`config.mk`:
```
export PLATFORM = sky130hd
export DESIGN_NAME = chip8_fetch
export DESIGN_NICKNAME = d
export VERILOG_FILES = /design/src/rtl/chip8_fetch.sv
export SDC_FILE = /design/constraint.sdc
export NUM_CORES = 1
export LEC_CHECK = 0
export CAP_MARGIN = 5
export CORE_MARGIN = 2
export CORE_UTILIZATION = 49
export CTS_CLUSTER_DIAMETER = 40
export DETAILED_ROUTE_END_ITERATION = 6
export GPL_ROUTABILITY_DRIVEN = 0
export PLACE_DENSITY = 0.82
export SYNTH_ARGS = -nofsm -noshare
export SYNTH_HDL_FRONTEND = slang
export SYNTH_SLANG_ARGS = --single-unit
```
`constraint.sdc`:
```
create_clock -name clk -period 1.7 [get_ports clk]
set_input_delay 0.255 -clock clk [delete_from_list [all_inputs] [get_ports clk]]
set_output_delay 0.255 -clock clk [all_outputs]
set_load 0.05 [all_outputs]
```
`src/rtl/chip8_fetch.sv`:
```
// chip8_fetch: CHIP-8 instruction fetch stage.
// Builds big-endian 16-bit opcodes from byte memory and owns the PC.
module chip8_fetch #(
    parameter int unsigned       ADDR_W   = 12,
    parameter logic [ADDR_W-1:0] PC_RESET = ADDR_W'('h200)
) (
    input  logic              clk,
    input  logic              rst_n,
    output logic              mem_req,
    output logic [ADDR_W-1:0] mem_addr,
    input  logic [7:0]        mem_rdata,
    input  logic              mem_rvalid,
    output logic              op_valid,
    input  logic              op_ready,
    output logic [15:0]       op_code,
    output logic [ADDR_W-1:0] op_pc,
    input  logic              pc_load,
    input  logic [ADDR_W-1:0] pc_load_addr,
    input  logic              skip
);

    typedef enum logic [2:0] {
        START,
        REQ_HI,
        WAIT_HI,
        REQ_LO,
        WAIT_LO,
        VALID,
        DRAIN
    } state_t;

    state_t            state;
    logic [ADDR_W-1:0] fetch_pc;
    logic [ADDR_W-1:0] last_pc;

    logic              redirect;
    logic [ADDR_W-1:0] target;
    logic [ADDR_W-1:0] next_pc;

    assign redirect = pc_load | skip;
    assign target   = pc_load ? pc_load_addr : last_pc + ADDR_W'(4);
    assign next_pc  = redirect ? target : fetch_pc;

    always_ff @(posedge clk or negedge rst_n) begin
        if (!rst_n) begin
            state    <= START;
            mem_req  <= 1'b0;
            mem_addr <= PC_RESET;
            op_valid <= 1'b0;
            op_code  <= 16'h0000;
            op_pc    <= PC_RESET;
            fetch_pc <= PC_RESET;
            last_pc  <= PC_RESET - ADDR_W'(2);
        end else begin
            mem_req <= 1'b0;
            unique case (state)
                START: begin
                    fetch_pc <= next_pc;
                    mem_addr <= next_pc;
                    mem_req  <= 1'b1;
                    state    <= REQ_HI;
                end
                REQ_HI, REQ_LO: begin
                    if (redirect) begin
                        fetch_pc <= target;
                        mem_addr <= target;
                        mem_req  <= 1'b1;
                        state    <= REQ_HI;
                    end else begin
                        state <= (state == REQ_HI) ? WAIT_HI : WAIT_LO;
                    end
                end
                WAIT_HI, WAIT_LO: begin
                    if (redirect) begin
                        // The in-flight byte belongs to the old stream.
                        fetch_pc <= target;
                        if (mem_rvalid) begin
                            mem_addr <= target;
                            mem_req  <= 1'b1;
                            state    <= REQ_HI;
                        end else begin
                            state <= DRAIN;
                        end
                    end else if (mem_rvalid) begin
                        if (state == WAIT_HI) begin
                            op_code[15:8] <= mem_rdata;
                            mem_addr      <= fetch_pc + ADDR_W'(1);
                            mem_req       <= 1'b1;
                            state         <= REQ_LO;
                        end else begin
                            op_code[7:0] <= mem_rdata;
                            op_pc        <= fetch_pc;
                            op_valid     <= 1'b1;
                            state        <= VALID;
                        end
                    end
                end
                VALID: begin
                    if (redirect) begin
                        fetch_pc <= target;
                        mem_addr <= target;
                        mem_req  <= 1'b1;
                        op_valid <= 1'b0;
                        state    <= REQ_HI;
                    end else if (op_ready) begin
                        last_pc  <= op_pc;
                        fetch_pc <= op_pc + ADDR_W'(2);
                        mem_addr <= op_pc + ADDR_W'(2);
                        mem_req  <= 1'b1;
                        op_valid <= 1'b0;
                        state    <= REQ_HI;
                    end
                end
                DRAIN: begin
                    fetch_pc <= next_pc;
                    if (mem_rvalid) begin
                        mem_addr <= next_pc;
                        mem_req  <= 1'b1;
                        state    <= REQ_HI;
                    end
                end
                default: state <= START;
            endcase
        end
    end

endmodule

```
==> metrics.cfg <==
[status]
status = finished with violations
violations = design-rule violations, negative setup slack

[timing]
hold_viol = 0
slew_headroom_pct = 59.5
rsz0062_at_grt = true
period_share_pct = 118
fin_crit_ns = 2.01
worst_slack_ns = -0.308
fmax_ghz = 0.498
fin_worst_skew_ns = 0.0170
tightest_slew_ns = 0.603
setup_viol = 58
slew_viol_final = 0

[layout]
layout-drive-gt1-share_pct = 52.3
nets = 644
antenna_cells = 0
final_cell_area_um2 = 6730
area_growth_pct = 53.9

[synth]
synth-xor-area-share_pct = 4.00
synthSimpleGateAreaFrac_pct = 17.7
synth_warnings = 0
synth_compound_area_share_pct = 21.2
synthCells = 452
synth_seq_cells = 69
syn-cell-area_um2 = 4370
synth_edf_count = 0
synth_area_per_cell_um2 = 9.68
synth_top_family_by_area = compound AO/OA/AOI/OAI gates
synth.distinct_cells = 75
synthMuxAreaShare_pct = 11.4
synth_flop_cell = dfrtp_1
syn-num-nets = 481
ys_seq_area_share_pct = 39.8
synthArstFlopShare_pct = 100
synthAdderAreaFrac_pct = 0.858

[floorplan]
io_pins = 68
die_w_um = 98.5
initial_utilization_pct = 50.4
dieHeight_um = 98.5
dieArea_um2 = 9700
coreArea_um2 = 8680
num_rows = 34

[routing]
routedWlPerCell_um = 26.1
drtIter0Drc = 888
ant_nets = 0
firstDrtPassIters = 7
num_vias = 5097
wl_um = 19000
via_per_inst = 7.00
drcViolationCount = 43

[cts]
numCtsBuffers = 9
numClockSinks = 69
clock_latency_ns = 0.37
cts_tree = yes
clkSlewWorstSetupHoldPaths_ns = 0.10
cts-root-buf = clkbuf_8
clockBufferDepth = 2
ctsHtreeMaxLevel = 3

[worst_setup_path]
path_max_fanout = 4
cp-endpoint = mem_addr[7]
cp_data_required_time_ns = 1.95
cp-start-kind = flip-flop
endpoint_kind = flip-flop
reg2reg_to = mem_addr[7]
worst-endpoint-arrival_ns = 2.26
r2r_start = last_pc[7]
ff2ff_setup_slack_ns = -0.31
rr_worst_depth = 7
critPathLaunch = last_pc[7]
critPathKind = flip-flop to flip-flop

[global_routing]
antenna_found_initial = 1
first_global_vias = 4819
grt_pass1_wl_um = 25700
gr-total-overflow = 0
grt_util_all_layers_pct = 33.8
grt_max_degree = 23

[flow_run]
cap_violations = 0

[power]
peakVddDrop_v = 0.00105
power.density_nw_per_um2 = 1390
p_leak_nw = 2.93
p_total_w = 0.00935

[placed_design]
port_buffers = 67
hpwlAfterDp_um = 10600
pre_cts_ws_ns = -0.437
postPlaceCellArea_um2 = 5750

[hold_path]
hold_path.class = input pin to async pin

## flip-flops by register name (all words and copies together) (netlist names)
| register | cells |
|---|---|
| fetch_pc | 12 |
| last_pc | 12 |
| mem_addr | 12 |
| mem_req | 1 |
| op_code | 16 |
| op_pc | 12 |
| op_valid | 1 |
| state | 3 |
## layer usage
layer,track usage (%),wire length [µm],up-vias
met2,53.3,8520,482
li1,-,-,2017
met3,7.94,2450,189
met1,42.0,6580,2409
met5,3.59,0,-
met4,20.4,1490,0
## final cells by class
cell class                      instances  area [µm²]
Tap cell                              108         135
Clock buffer                            9         124
Timing Repair Buffer                  182        1620
Fill cell                             518        1940
Clock inverter                          7         105
Sequential cell                        69        1750
Multi-Input combinational cell        345        2960
Inverter                                8        35.0
## power by group
part / leakage [nW] / switching (W) / internal [W] / total, W
logic: 1.96 / 0.00313 / 0.00205 / 0.00518
clock network: 0.112 / 0.000782 / 0.000850 / 0.00163
registers: 0.852 / 0.000433 / 0.00211 / 0.00254
total: 2.93 / 0.00434 / 0.00500 / 0.00935
## Yosys cell counts (all sizes together), types with 5 or more instances
master	n	area share [%]
dfstp	11	6.6
nor2b	9	1.3
a31oi	6	1.0
nor2	31	2.8
o22ai	6	1.0
xor2	10	2.0
or3	7	1.0
clkbuf	6	0.51
and2	5	0.77
dfrtp	58	33
nand2b	7	1.0
o31ai	6	1.0
a21oi	30	3.6
nor3	9	1.3
nand4	10	1.6
nand2	36	3.1
xnor2	10	2.0
buf	24	3.7
mux2i	5	1.1
inv	8	0.80
nand3	12	1.4
mux2	40	10
o21ai	24	2.7
o211ai	5	0.86
a22o	8	1.6
a21o	8	1.4
## worst max-delay path, stage by stage, from the launching register on
cell and delay [ns]:
dfstp_2 0.60, buf_6 0.12, and4bb_2 0.22, mux2i_2 0.27
nand2_2 0.14, buf_6 0.16, o211ai_1 0.26, a211oi_2 0.12
## cell families after synthesis
family                     after synthesis
adders and majority gates                3
muxes                                   45
AOI/OAI and AO/OA                      131
DFF                                     69
and+or+nand+nor                        146
buffers and inverters                   38
xor gates and xnor gates                20
## stage by stage
| stage | cells | utilization [%] | setup TNS, ns | hold slack, ns |
|---|---|---|---|---|
| after global placement | 694 | 66.2 | -20.56 | 0.257 |
| after global routing | 728 | 77.6 | -6.89 | 0.450 |
| after detailed placement | 694 | 66.2 | -22.17 | 0.263 |
| after CTS | 713 | 71.8 | -0.482 | 0.419 |
| after floorplan | 452 | - | -0.225 | -0.0406 |
| final | 728 | 77.6 | -5.07 | 0.423 |
## cell usage in the layout (no fill, tap or decap), drive strengths merged, types with 3 or more instances in the layout
| cell type | instances |
|---|---|
| and2 | 5 |
| clkdlybuf4s50 | 23 |
| xnor2 | 10 |
| a21oi | 30 |
| nor3 | 9 |
| nand3 | 12 |
| clkbuf | 10 |
| or3 | 7 |
| nand2 | 36 |
| buf | 156 |
| nor3b | 4 |
| a32oi | 3 |
| nor2b | 9 |
| inv | 11 |
| dfstp | 11 |
| o22ai | 6 |
| o31ai | 6 |
| mux2i | 5 |
| and3 | 4 |
| dfrtp | 58 |
| nor2 | 31 |
| a221oi | 4 |
| xor2 | 10 |
| a211oi | 3 |
| o211ai | 5 |
| o32ai | 4 |
| a31oi | 6 |
| nand2b | 7 |
| nand4 | 10 |
| mux2 | 40 |
| ha | 3 |
| nand3b | 3 |
| o21ai | 24 |
| a22o | 8 |
| a21o | 8 |
## worst min-delay path by stage
stage,cells after the start,from,endpoint
6_report,2,rst_n,fetch_pc[8]
5_1_grt,4,pc_load,state[0]
4_1_cts,2,rst_n,last_pc[11]
3_3_place_gp,1,rst_n,last_pc[10]
3_5_place_dp,1,rst_n,last_pc[11]
2_1_floorplan,0,rst_n,fetch_pc[0]
## timing repair
action / 4_1_cts / 5_1_grt
hold buffers: 1 / 0
setup buffers: 3 / 13
resized for setup: 52 / 85
pin swaps: 26 / 29
gates cloned: 0 / 2
endpoints found under the setup margin: 39 / 62
endpoints found under the hold margin: 13 / 0
Note: power is estimated with default switching activity, not from simulation.
